--- config.mk ---
export PLATFORM = sky130hd
export DESIGN_NAME = fdiv_seq
export DESIGN_NICKNAME = d
export VERILOG_FILES = /design/src/rtl/fdiv_seq.sv
export SDC_FILE = /design/constraint.sdc
export NUM_CORES = 1
export LEC_CHECK = 0
export ABC_AREA = 1
export CORE_MARGIN = 5
export CORE_UTILIZATION = 61
export DETAILED_ROUTE_END_ITERATION = 12
export HOLD_SLACK_MARGIN = 0.08
export PLACE_DENSITY = 0.95
export REMOVE_ABC_BUFFERS = 1
export SLEW_MARGIN = 20
export SYNTH_ARGS = -nofsm -noshare
export SYNTH_HDL_FRONTEND = slang
export SYNTH_SLANG_ARGS = --single-unit
--- constraint.sdc ---
create_clock -name clk -period 4.69 [get_ports clk]
set_input_delay 0.938 -clock clk [delete_from_list [all_inputs] [get_ports clk]]
set_output_delay 0.938 -clock clk [all_outputs]
set_load 0.05 [all_outputs]
--- src/rtl/fdiv_seq.sv ---
// Sequential 16-bit float divider (1/8/7 format), restoring mantissa division,
// one quotient bit per clock. Define FDIV_ROUND_EN for an extra guard bit and round-half-up.
module fdiv_seq #(
    parameter int BIAS = 127
) (
    input  logic        clk,
    input  logic        reset,
    input  logic        start,
    input  logic [15:0] a,
    input  logic [15:0] b,
    output logic        busy,
    output logic        done,
    output logic [15:0] r,
    output logic        divz
);

`ifdef FDIV_ROUND_EN
    localparam int NQ = 10;
`else
    localparam int NQ = 9;
`endif

    localparam logic [1:0] S_IDLE = 2'd0;
    localparam logic [1:0] S_DIV  = 2'd1;
    localparam logic [1:0] S_FIN  = 2'd2;

    logic [1:0]    state;
    logic          sgn;
    logic [7:0]    ea, eb, mb;
    logic [9:0]    rem;
    logic [NQ-1:0] q;
    logic [3:0]    cnt;
    logic          zdiv, zdvd;

    // remainder stays below 2*mb, so the shifted value always fits in 10 bits
    logic          rem_ge;
    logic [9:0]    rem_sub;

    always_comb begin
        rem_ge  = rem >= {2'b00, mb};
        rem_sub = rem - {2'b00, mb};
    end

    logic signed [9:0] e_base, e_n;
    logic [6:0]        frac;
    logic [15:0]       r_norm, r_fin;
`ifdef FDIV_ROUND_EN
    logic [6:0]        frac_t;
    logic              guard;
    logic [7:0]        frac_rnd;
`endif

    always_comb begin
        e_base = $signed({2'b00, ea}) - $signed({2'b00, eb}) + $signed(BIAS[9:0]);
`ifdef FDIV_ROUND_EN
        frac_t   = q[NQ-1] ? q[8:2] : q[7:1];
        guard    = q[NQ-1] ? q[1]   : q[0];
        frac_rnd = {1'b0, frac_t} + {7'd0, guard};
        e_n      = q[NQ-1] ? e_base : e_base - 10'sd1;
        // a carry out of the fraction bumps the exponent; overflow is judged afterwards
        if (frac_rnd[7]) begin
            frac = 7'd0;
            e_n  = e_n + 10'sd1;
        end else begin
            frac = frac_rnd[6:0];
        end
`else
        frac = q[NQ-1] ? q[7:1] : q[6:0];
        e_n  = q[NQ-1] ? e_base : e_base - 10'sd1;
`endif
        if (e_n <= 10'sd0)
            r_norm = 16'h0000;
        else if (e_n >= 10'sd255)
            r_norm = {sgn, 8'hff, 7'h7f};
        else
            r_norm = {sgn, e_n[7:0], frac};

        if (zdiv)
            r_fin = {sgn, 8'hff, 7'h7f};
        else if (zdvd)
            r_fin = 16'h0000;
        else
            r_fin = r_norm;
    end

    always_ff @(posedge clk or posedge reset) begin
        if (reset) begin
            state <= S_IDLE;
            busy  <= 1'b0;
            done  <= 1'b0;
            r     <= 16'h0000;
            divz  <= 1'b0;
            sgn   <= 1'b0;
            ea    <= 8'd0;
            eb    <= 8'd0;
            mb    <= 8'd0;
            rem   <= 10'd0;
            q     <= '0;
            cnt   <= 4'd0;
            zdiv  <= 1'b0;
            zdvd  <= 1'b0;
        end else begin
            done <= 1'b0;
            case (state)
                S_IDLE: begin
                    if (start) begin
                        sgn   <= a[15] ^ b[15];
                        ea    <= a[14:7];
                        eb    <= b[14:7];
                        mb    <= {1'b1, b[6:0]};
                        rem   <= {3'b001, a[6:0]};
                        q     <= '0;
                        cnt   <= 4'd0;
                        busy  <= 1'b1;
                        // divide-by-zero wins over a zero dividend (0/0 flags divz)
                        zdiv  <= (b == 16'h0000);
                        zdvd  <= (a == 16'h0000);
                        state <= (b == 16'h0000 || a == 16'h0000) ? S_FIN : S_DIV;
                    end
                end
                S_DIV: begin
                    q   <= {q[NQ-2:0], rem_ge};
                    rem <= rem_ge ? {rem_sub[8:0], 1'b0} : {rem[8:0], 1'b0};
                    cnt <= cnt + 4'd1;
                    if (cnt == 4'(NQ - 1))
                        state <= S_FIN;
                end
                S_FIN: begin
                    r     <= r_fin;
                    divz  <= zdiv;
                    done  <= 1'b1;
                    busy  <= 1'b0;
                    state <= S_IDLE;
                end
                default: state <= S_IDLE;
            endcase
        end
    end

endmodule

==> results.ini <==
[floorplanning]
fp.dieArea_um2=9300
die_height_um=96.4
rows=31
core_area_um2=7250
die_x_um=96.4
initial_utilization_pct=62.8
num_io_pins=54

[cells_and_area]
multiInputGateArea_um2=2340
seq_area_um2=1780
antenna_cells=0
final_nets=724
drive_gt1_share_pct=10.6
area_growth_syn_to_layout_pct=16.6
final_cells=771
utilization_pct=73.3
fill_cells=536

[synth]
syn_inst=621
synthFlopType=dfrtp_1
synth-seq-cells=71
yosysWarnings=0
ys_seq_area_share_pct=39.0
yosysUniqueCellTypes=39
async_flop_share_pct=100
syn_area_per_cell_um2=7.34
netlist_area_um2=4560
synth_edf_count=0

[grt]
antenna_found_initial=0
grt_use_total_pct=24.8
grt_pass1_wl_um=17900
grt_overflow_total=0
grt_max_degree=60
grt_pass1_vias=3988

[clock_network]
clk_pin_slew_worst_paths_ns=0.09
cts_setup_buffers=0
cts_tree=done
clockRootBuffer=clkbuf_8
cts.path.max_buffers=2
insertion_delay_ns=0.35
cts-htree-levels=3
ctsHoldBuffers=0
post_cts_resized=0
cts_inserted_buffers=9
cts.sinks=71

[placed_design]
detailed_place_hpwl_um=8040
globalplace.congestion=0.902
place_inst=755
port-buffer-count=53

[sta]
period_needed_ns=3.14
hold_viol=0
max_slew_margin_pct=47.5
worst_pin_slew_ns=0.786
fmax_ghz=0.319
tns_ns=0
drv_slew=0
finClkSkew_ns=0.0119
finalCritPeriodShare_pct=66.9
rsz0062_at_grt=no
hold_ws_ns=0.477
setup_violations=0

[routing]
firstDrtPassIters=5
drt.antenna.violating_nets=0
wirelength_um=10700
vias_per_cell=5.50
vias=4242
drtIter0Drc=271
drcViolationCount=0
wl_per_cell_um=13.9

[hold_path]
hold_depth=2
holdCritPathClass=reg2reg

[setup_path]
ff2ff_path_depth=22
arrival_ns=3.39
cp_common_cell=nand2_1
start_kind=flop
cp_slowest_cell=fa_1
critPathCaptureType=flop
crit_fanout=16
critPathRequiredTime_ns=4.94
path_cells=inv_1, ha_1, inv_1, fa_1, inv_1, ha_1, nand3b_1, nand2_2, nor2_2, inv_2, nor2_4, nor2_1, nor2_1, nand2_1, nor2_1, nand2_1, nor2_1, nand2_1, nand3_2, nand2_4, nand2_1, nand2_1
critical_path_class=reg2reg
max_stage_delay_ns=0.43

[outcome]
status=completed

[flow_run]
drv_cap=0

routing by layer:
metal	share of wire, %	track usage (%)	vias up
met5	0	0	-
met4	1.9	7.94	0
met3	6.3	5.34	21
met2	48	41.6	122
met1	43	32.0	2014
li1	-	-	2085
worst max-delay path: cells and delay by family (launching register included):
family / cells / cell delay [ns]
adders and majority gates: 3 / 0.79
buffers and inverters: 4 / 0.35
DFF: 1 / 0.35
and+or+nand+nor: 15 / 1.52
final timing paths:
kind / from / end / slack, ns
min in group asynchronous: reset / state[1] / 1.05
worst max-delay path: ea[0] / r[7] / 1.55
worst max register to register: ea[0] / r[7] / 1.55
worst min-delay path: busy / busy / 0.48
worst min register to register: busy / busy / 0.48
max in group asynchronous: reset / ea[6] / 2.72
final cells by class:
cell class	instances	share of cell area, %
multi-input combinational	439	44.0
sequential	71	33.4
timing repair buffer	55	10.3
inverter	91	6.43
clock buffer	9	2.33
tap	99	2.33
clock inverter	7	1.20
cells in the final DEF, fill, tap and decap left out, types with 3 or more instances in the layout:
cell	instances
nand2_1	166
inv_1	82
dfrtp_1	71
nor2_1	54
clkdlybuf4s50_1	53
o21ai_0	37
nand3_1	35
nand2_2	26
a21oi_1	26
ha_1	20
nand4_1	9
clkbuf_8	9
inv_2	8
o22ai_1	8
a211oi_1	7
xnor2_1	6
nor4_1	5
nor2_2	5
nand3_2	4
xor2_1	4
nand3b_1	3
a21oi_2	3
nor2_4	3
a2bb2oi_1	3
synth_stat cells, types with 7 or more instances:
cell / number / area [um^2]
clkbuf_1: 15 / 56.3
nand2_2: 26 / 163
a211oi_1: 7 / 52.6
ha_1: 20 / 250
nor2_1: 54 / 203
nand2_1: 166 / 623
nand4_1: 9 / 56.3
inv_2: 7 / 26.3
o22ai_1: 8 / 50.1
dfrtp_1: 71 / 1780
nand3_1: 35 / 175
o21ai_0: 37 / 185
inv_1: 83 / 312
a21oi_1: 26 / 130
through the flow:
step,instance area (um^2),setup slack (ns)
2_1_floorplan,4460,1.85
3_3_place_gp,5130,1.82
3_5_place_dp,5130,1.62
4_1_cts,5310,1.61
5_1_grt,5310,1.33
6_report,5310,1.55
kinds of logic after synthesis:
family / count (synthesis) / synth area share, %
multiplexers: 3 / 0.714
buffers and inverters: 111 / 9.72
AO/OA/AOI/OAI: 91 / 11.4
flip-flops: 71 / 39.0
AND/OR/NAND/NOR: 313 / 30.9
adder cells (fa/ha/maj): 22 / 6.37
XOR/XNOR: 10 / 1.92
flip-flops by register name (all words and copies together), names as in the netlist:
signal / count
zdvd: 1
state: 2
zdiv: 1
done: 1
divz: 1
rem: 10
q: 9
eb: 8
ea: 8
r: 16
busy: 1
sgn: 1
cnt: 4
mb: 8
Power is left out: the tool's default activity adds up to more than one toggle a clock period on the data nets, which glitch-free logic cannot reach.
